### src/rtl/shift_sequencer.sv
// shift_sequencer: serial shift controller.
// Accepts one command (operand, direction, amount, rotate) over a valid/ready
// handshake, shifts the internal register one bit per cycle the requested
// number of times, then presents the result over a second valid/ready
// handshake.
// Optional feature macro: SHIFT_SEQ_ROTATE_EN. When it is defined, in_rotate
// selects rotate fill. When it is undefined, every shift is logical with zero
// fill. The port list is the same in both builds.
module shift_sequencer #(
  parameter int DATA_WIDTH = 4,
  parameter int AMT_WIDTH  = 3
) (
  input  logic                  clk,
  input  logic                  rst,
  input  logic                  in_valid,
  output logic                  in_ready,
  input  logic [DATA_WIDTH-1:0] in_data,
  input  logic                  in_left,
  input  logic [AMT_WIDTH-1:0]  in_amt,
  input  logic                  in_rotate,
  output logic                  out_valid,
  input  logic                  out_ready,
  output logic [DATA_WIDTH-1:0] out_data,
  output logic                  busy,
  output logic [AMT_WIDTH-1:0]  shift_count
);

  typedef enum logic [1:0] {
    IDLE  = 2'd0,
    SHIFT = 2'd1,
    DONE  = 2'd2
  } state_t;

  localparam logic [AMT_WIDTH-1:0]  AMT_ZERO  = {AMT_WIDTH{1'b0}};
  localparam logic [AMT_WIDTH-1:0]  AMT_ONE   = {{(AMT_WIDTH-1){1'b0}}, 1'b1};
  localparam logic [DATA_WIDTH-1:0] DATA_ZERO = {DATA_WIDTH{1'b0}};

  state_t                state_r;
  logic [DATA_WIDTH-1:0] data_r;
  logic                  left_r;
  logic [AMT_WIDTH-1:0]  count_r;
  logic                  in_ready_r;
  logic                  out_valid_r;
  logic                  busy_r;
  logic                  rotate_s;
  logic [DATA_WIDTH-1:0] shifted_s;

`ifdef SHIFT_SEQ_ROTATE_EN
  logic rotate_r;

  // Rotate mode comes from the flag latched at accept.
  always_comb begin
    rotate_s = rotate_r;
  end
`else
  // The rotate input is deliberately unused in the logical-only build.
  logic unused_rotate_s;
  assign unused_rotate_s = in_rotate;

  // Without rotate support every shift is logical.
  always_comb begin
    rotate_s = 1'b0;
  end
`endif

  // One-bit shift. The fill bit is the wrapped-around end bit when rotating,
  // and zero otherwise.
  function automatic logic [DATA_WIDTH-1:0] shift_once(
    input logic [DATA_WIDTH-1:0] d,
    input logic                  left,
    input logic                  rot
  );
    logic fill;
    if (rot) begin
      fill = left ? d[DATA_WIDTH-1] : d[0];
    end else begin
      fill = 1'b0;
    end
    if (left) begin
      return {d[DATA_WIDTH-2:0], fill};
    end else begin
      return {fill, d[DATA_WIDTH-1:1]};
    end
  endfunction

  // Next value of the shift register for the current direction and mode.
  always_comb begin
    shifted_s = shift_once(data_r, left_r, rotate_s);
  end

  // Sequencer FSM: state, datapath registers and all registered outputs.
  always_ff @(posedge clk) begin
    if (rst) begin
      state_r     <= IDLE;
      data_r      <= DATA_ZERO;
      left_r      <= 1'b0;
      count_r     <= AMT_ZERO;
      in_ready_r  <= 1'b1;
      out_valid_r <= 1'b0;
      busy_r      <= 1'b0;
`ifdef SHIFT_SEQ_ROTATE_EN
      rotate_r    <= 1'b0;
`endif
    end else begin
      case (state_r)
        IDLE: begin
          if (in_valid) begin
            data_r     <= in_data;
            left_r     <= in_left;
            count_r    <= in_amt;
            in_ready_r <= 1'b0;
            busy_r     <= 1'b1;
`ifdef SHIFT_SEQ_ROTATE_EN
            rotate_r   <= in_rotate;
`endif
            if (in_amt == AMT_ZERO) begin
              state_r     <= DONE;
              out_valid_r <= 1'b1;
            end else begin
              state_r     <= SHIFT;
              out_valid_r <= 1'b0;
            end
          end else begin
            state_r <= IDLE;
          end
        end
        SHIFT: begin
          data_r  <= shifted_s;
          count_r <= count_r - AMT_ONE;
          if (count_r == AMT_ONE) begin
            state_r     <= DONE;
            out_valid_r <= 1'b1;
          end else begin
            state_r <= SHIFT;
          end
        end
        DONE: begin
          // The result and the count hold until the consumer takes them.
          if (out_ready) begin
            state_r     <= IDLE;
            in_ready_r  <= 1'b1;
            out_valid_r <= 1'b0;
            busy_r      <= 1'b0;
          end else begin
            state_r <= DONE;
          end
        end
        default: begin
          state_r     <= IDLE;
          data_r      <= DATA_ZERO;
          count_r     <= AMT_ZERO;
          in_ready_r  <= 1'b1;
          out_valid_r <= 1'b0;
          busy_r      <= 1'b0;
        end
      endcase
    end
  end

  assign in_ready    = in_ready_r;
  assign out_valid   = out_valid_r;
  assign busy        = busy_r;
  assign out_data    = data_r;
  assign shift_count = count_r;

endmodule

### config.mk
export PLATFORM = sky130hd
export DESIGN_NAME = shift_sequencer
export DESIGN_NICKNAME = d
export VERILOG_FILES = /design/src/rtl/shift_sequencer.sv
export SDC_FILE = /design/constraint.sdc
export NUM_CORES = 1
export LEC_CHECK = 0
export ABC_AREA = 1
export CELL_PAD_IN_SITES_DETAIL_PLACEMENT = 1
export CELL_PAD_IN_SITES_GLOBAL_PLACEMENT = 1
export CORE_MARGIN = 1.5
export CORE_UTILIZATION = 31
export CTS_BUF_LIST = sky130_fd_sc_hd__clkbuf_4
export DETAILED_ROUTE_END_ITERATION = 8
export GPL_TIMING_DRIVEN = 0
export PLACE_DENSITY_LB_ADDON = 0.05
export SLEW_MARGIN = 5
export SYNTH_ARGS = -nofsm -noshare
export SYNTH_HDL_FRONTEND = slang
export SYNTH_SLANG_ARGS = --single-unit
### constraint.sdc
create_clock -name clk -period 1.4 [get_ports clk]
set_input_delay 0.14 -clock clk [delete_from_list [all_inputs] [get_ports clk]]
set_output_delay 0.14 -clock clk [all_outputs]
set_load 0.1 [all_outputs]
; Word-level counts from Yosys, hierarchy flattened
; Index checks and enable logic that the tools add are counted.
[totals]
register_bits = 13
in_bits = 13
out_inout_bits = 10
wordCells = 42
[op_classes]
addsub = 1
n_eq_ne = 6
muxes = 20
n_bitwise = 2
n_reduce_logical = 6
[ops]
columns = cell, n
row1 = $pmux W4 S3, 1
row2 = $pmux W1 S3, 3
row3 = $pmux W3 S3, 1
row4 = $mux W2, 4
row5 = $mux W4, 2
row6 = $mux W1, 7
row7 = $ne A2 B2 Y1 const B, 3
row8 = $pmux W2 S3, 1
row9 = $reduce_and A3 Y1, 2
row10 = $reduce_and A2 Y1, 2
row11 = $eq A3 B1 Y1 const B, 1
row12 = $logic_not A3 Y1, 1
row13 = $mux W3, 1
row14 = $sub A3 B1 Y3 const B, 1
row15 = $eq A2 B1 Y1 const B, 1
row16 = $eq A2 B2 Y1 const B, 1
row17 = $logic_not A2 Y1, 1
row18 = $not A1 Y1, 2

; Depth between registers and ports, before layout
[depth]
depth_word = 4
mapped_depth = 8
ltp_nobuf = 8

; Worst setup path after synthesis
; No wires, ideal clock.
[synth_timing]
path_kind = register -> register
startpoint = reg count_r[1], in the netlist shift_count[1]
endpoint = reg count_r[2], in the netlist shift_count[2]
setup_ns = 0.109
t_arrival_ns = 1.781
t_required_ns = 1.291
setup_slack_ns = -0.490
path_stages_with_launch = 8
path_buffers = 0
synth_period_minus_slack_ns = 1.890
cell_sequence = dfxtp_1 -> inv_1 -> ha_1 -> or2_2 -> nand3_1 -> nand3_1 -> nand2_1 -> inv_1
[synth_between]
elab_chain_len = 2
[synth_lines]
columns = element, line_no
row1 = "start, declared", 41  ; logic [AMT_WIDTH-1:0] count_r;
row2 = "start signal, assigned", 110  ; count_r <= in_amt;
row3 = "start signal, assigned", 129  ; count_r <= count_r - AMT_ONE;
row4 = $sub A3 B1 Y3, 129
row5 = $pmux W3 S3, 105  ; case (state_r)
; Every way passes these cells.
; A chain may end at the register's enable or synchronous reset.

; Worst setup path after layout
[layout_timing]
startpoint = reg count_r[0], in the netlist shift_count[0]
endpoint = out shift_count[0]
[layout_rtl]
columns = element, line_no
row1 = "end, declared", 25  ; output logic [AMT_WIDTH-1:0] shift_count
; No word-level cell between the ends.

==> impl_metrics.toml <==
[final_layout]
drive_gt1_share_pct = 21.6
n_antenna_cell = 0
syn2layout_area_growth_pct = 41.8
nNetsFinal = 141
utilization_pct = 47.9

[synthesis]
ys.warnings.count = 0
syn_inst = 100
synth_compound_area_share_pct = 20.7
synth_adder_area_share_pct = 3.70
syn_area_um2 = 677
synthXorXnorAreaFrac_pct = 0
avgSynthCellArea_um2 = 6.77
ys_seq_area_share_pct = 38.4
ys_types = 15
synth_top_family_by_area = "simple AND/OR/NAND/NOR gates"
synth_nets = 115
synth_mux_area_share_pct = 0
ys_ff_latch = 13
synth-simple-area-share_pct = 30.5

[route]
drc = 0
routed_wl_um = 2080
drtAntennaViolNets = 0
vias_per_cell = 4.94
drt_iter0_drc = 4
vias = 751
dr.pass1.iters = 4
wl_per_cell_um = 13.7

[pwr]
irDropWorstVdd_uv = 715
power.leakage_nw = 0.420
power_density_nw_per_um2 = 1340

[clocking]
postCtsSetupBuffers = 0
numClockSinks = 13
path_clk_slew_ns = 0.10
max-clock-path-buffers = 2
cts_root_buffer = "clkbuf_4"
cts_max_level = 1
cts_tree = "built"
cts_made_buffers = 3
clk_latency_ns = 0.30

[setup_path]
path_buf_inv = 1
slowest_delay_ns = 0.54
arrival_ns = 1.22
crit_chain = "clkdlybuf4s18_2"
worst_setup_path_start_kind = "flip-flop"
critPathKind = "flip-flop to primary output"
crit_slowest_cell = "clkdlybuf4s18_2"
worstSetupEndpointType = "primary output"
path_depth = 1
r2r_cells = 7
crit_family = "buffers and inverters"
cp_max_fo = 5
critPathRequiredTime_ns = 1.26

[grt]
track_usage_pct = 19.7
grt_max_degree = 11
antenna_found_initial = 0
grt_pass1_vias = 797
met1_usage_pct = 21.8
grt.met2_usage_pct = 35.6
grt_pass1_wl_um = 3610
gr-total-overflow = 0
grt_util_met3_pct = 3.64
grt-busiest-layer = "met2"

[sta]
drv_slew = 0
worst_pin_slew_ns = 0.555
fmax_mhz = 737
hold_viol = 0
skew_ns = 0.00800
setup_viol = 0
timing.setup.tns_ns = 0
post-route-period-util_pct = 96.9
post-route-min-period_ns = 1.36
timing.final.ws_setup_ns = 0.0434
rsz0062_at_grt = "false"
slew_headroom_pct = 63.2

[hold_path]
hold-path-cell-count = 3
hp-class = "input port to flip-flop"

[floorplanning]
die_h_um = 49.7
dieArea_um2 = 2470
core_area_um2 = 2000
rows = 16
io_pins = 23
die_w_um = 49.7
initial_utilization_pct = 33.8

[place]
place.gp.congestion = 0.749
hpwl_um = 1550
place_ws_ns = -0.253
port_buffers = 21

[job]
drv_cap = 0

[outcome]
outcome = "complete, no violations"
## per-stage QoR
| stage | power, mW | instances | area [um^2] | hold slack, ns |
|---|---|---|---|---|
| after CTS | 1.30 | 152 | 973 | 0.469 |
| final | 1.29 | 152 | 960 | 0.469 |
| after detailed placement | 1.03 | 148 | 932 | 0.465 |
| after floorplan | 0.873 | 100 | 688 | 0.209 |
| after global placement | 1.02 | 148 | 932 | 0.444 |
| after global routing | 1.36 | 152 | 960 | 0.497 |
## flip-flops by register name, indices dropped and copies added (netlist names)
name         count
out_data         4
out_valid        1
state_r          2
left_r           1
in_ready         1
busy             1
shift_count      3
## power breakdown
group	switching (mW)	total (mW)	internal [mW]	leakage, nW
Sequential	0.0439	0.461	0.417	0.110
Combinational	0.407	0.547	0.140	0.292
Clock	0.150	0.280	0.130	0.0184
Total	0.601	1.29	0.688	0.420
## layer usage
metal  wire (um)  vias up
li1            -      373
met1         881      355
met2        1070       18
met3          80        5
met4          45        0
met5           0        -
## what timing repair did
item	4_1_cts	5_1_grt
resized for setup	31	5
endpoints found under the setup margin	10	4
hold buffers	0	0
## path summary, 6_finish.rpt
path                               startpoint                          end  slack (ns)
setup / recovery  shift_count[0]$_SDFFE_PP0P_               shift_count[0]        0.04
setup reg to reg  shift_count[0]$_SDFFE_PP0P_  shift_count[2]$_SDFFE_PP0P_        0.15
hold reg to reg             busy$_SDFFE_PP0P_            busy$_SDFFE_PP0P_        0.47
hold / removal                     in_data[2]     out_data[2]$_SDFFE_PP0P_        0.47
## placed cells by master, fill, tap and decap left out, types with 3 or more instances in the layout
master / Yosys / routed
a21oi_1: 8 / 8
clkbuf_4: 0 / 4
clkdlybuf4s15_2: 0 / 6
clkdlybuf4s50_1: 0 / 11
dfxtp_1: 13 / 8
dfxtp_2: 0 / 3
inv_1: 10 / 10
nand2_1: 18 / 18
nand3_1: 6 / 6
nor2_1: 20 / 20
o21ai_0: 15 / 15
## area by class of cell
type	instances	area (um^2)
inverters	12	45.0
well taps	27	33.8
flip-flops and latches	13	272
multi-input cells	75	372
fillers	275	1040
repair buffers	21	208
clock buffers	4	30.0
## Yosys cell counts, drive strengths merged
cell / number / area share, %
dfxtp: 13 / 38
ha: 2 / 3.7
nand2: 19 / 11
nor2: 21 / 13
or2: 1 / 0.92
a21oi: 9 / 8.3
nand3: 7 / 5.9
inv: 12 / 6.7
o21ai: 16 / 12
## logic make-up after synthesis
kind of cell | after synthesis
adders and majority gates | 2
AOI/OAI and AO/OA | 25
DFF | 13
buffers and inverters | 12
and+or+nand+nor | 48
(Power assumes the default switching activity.)
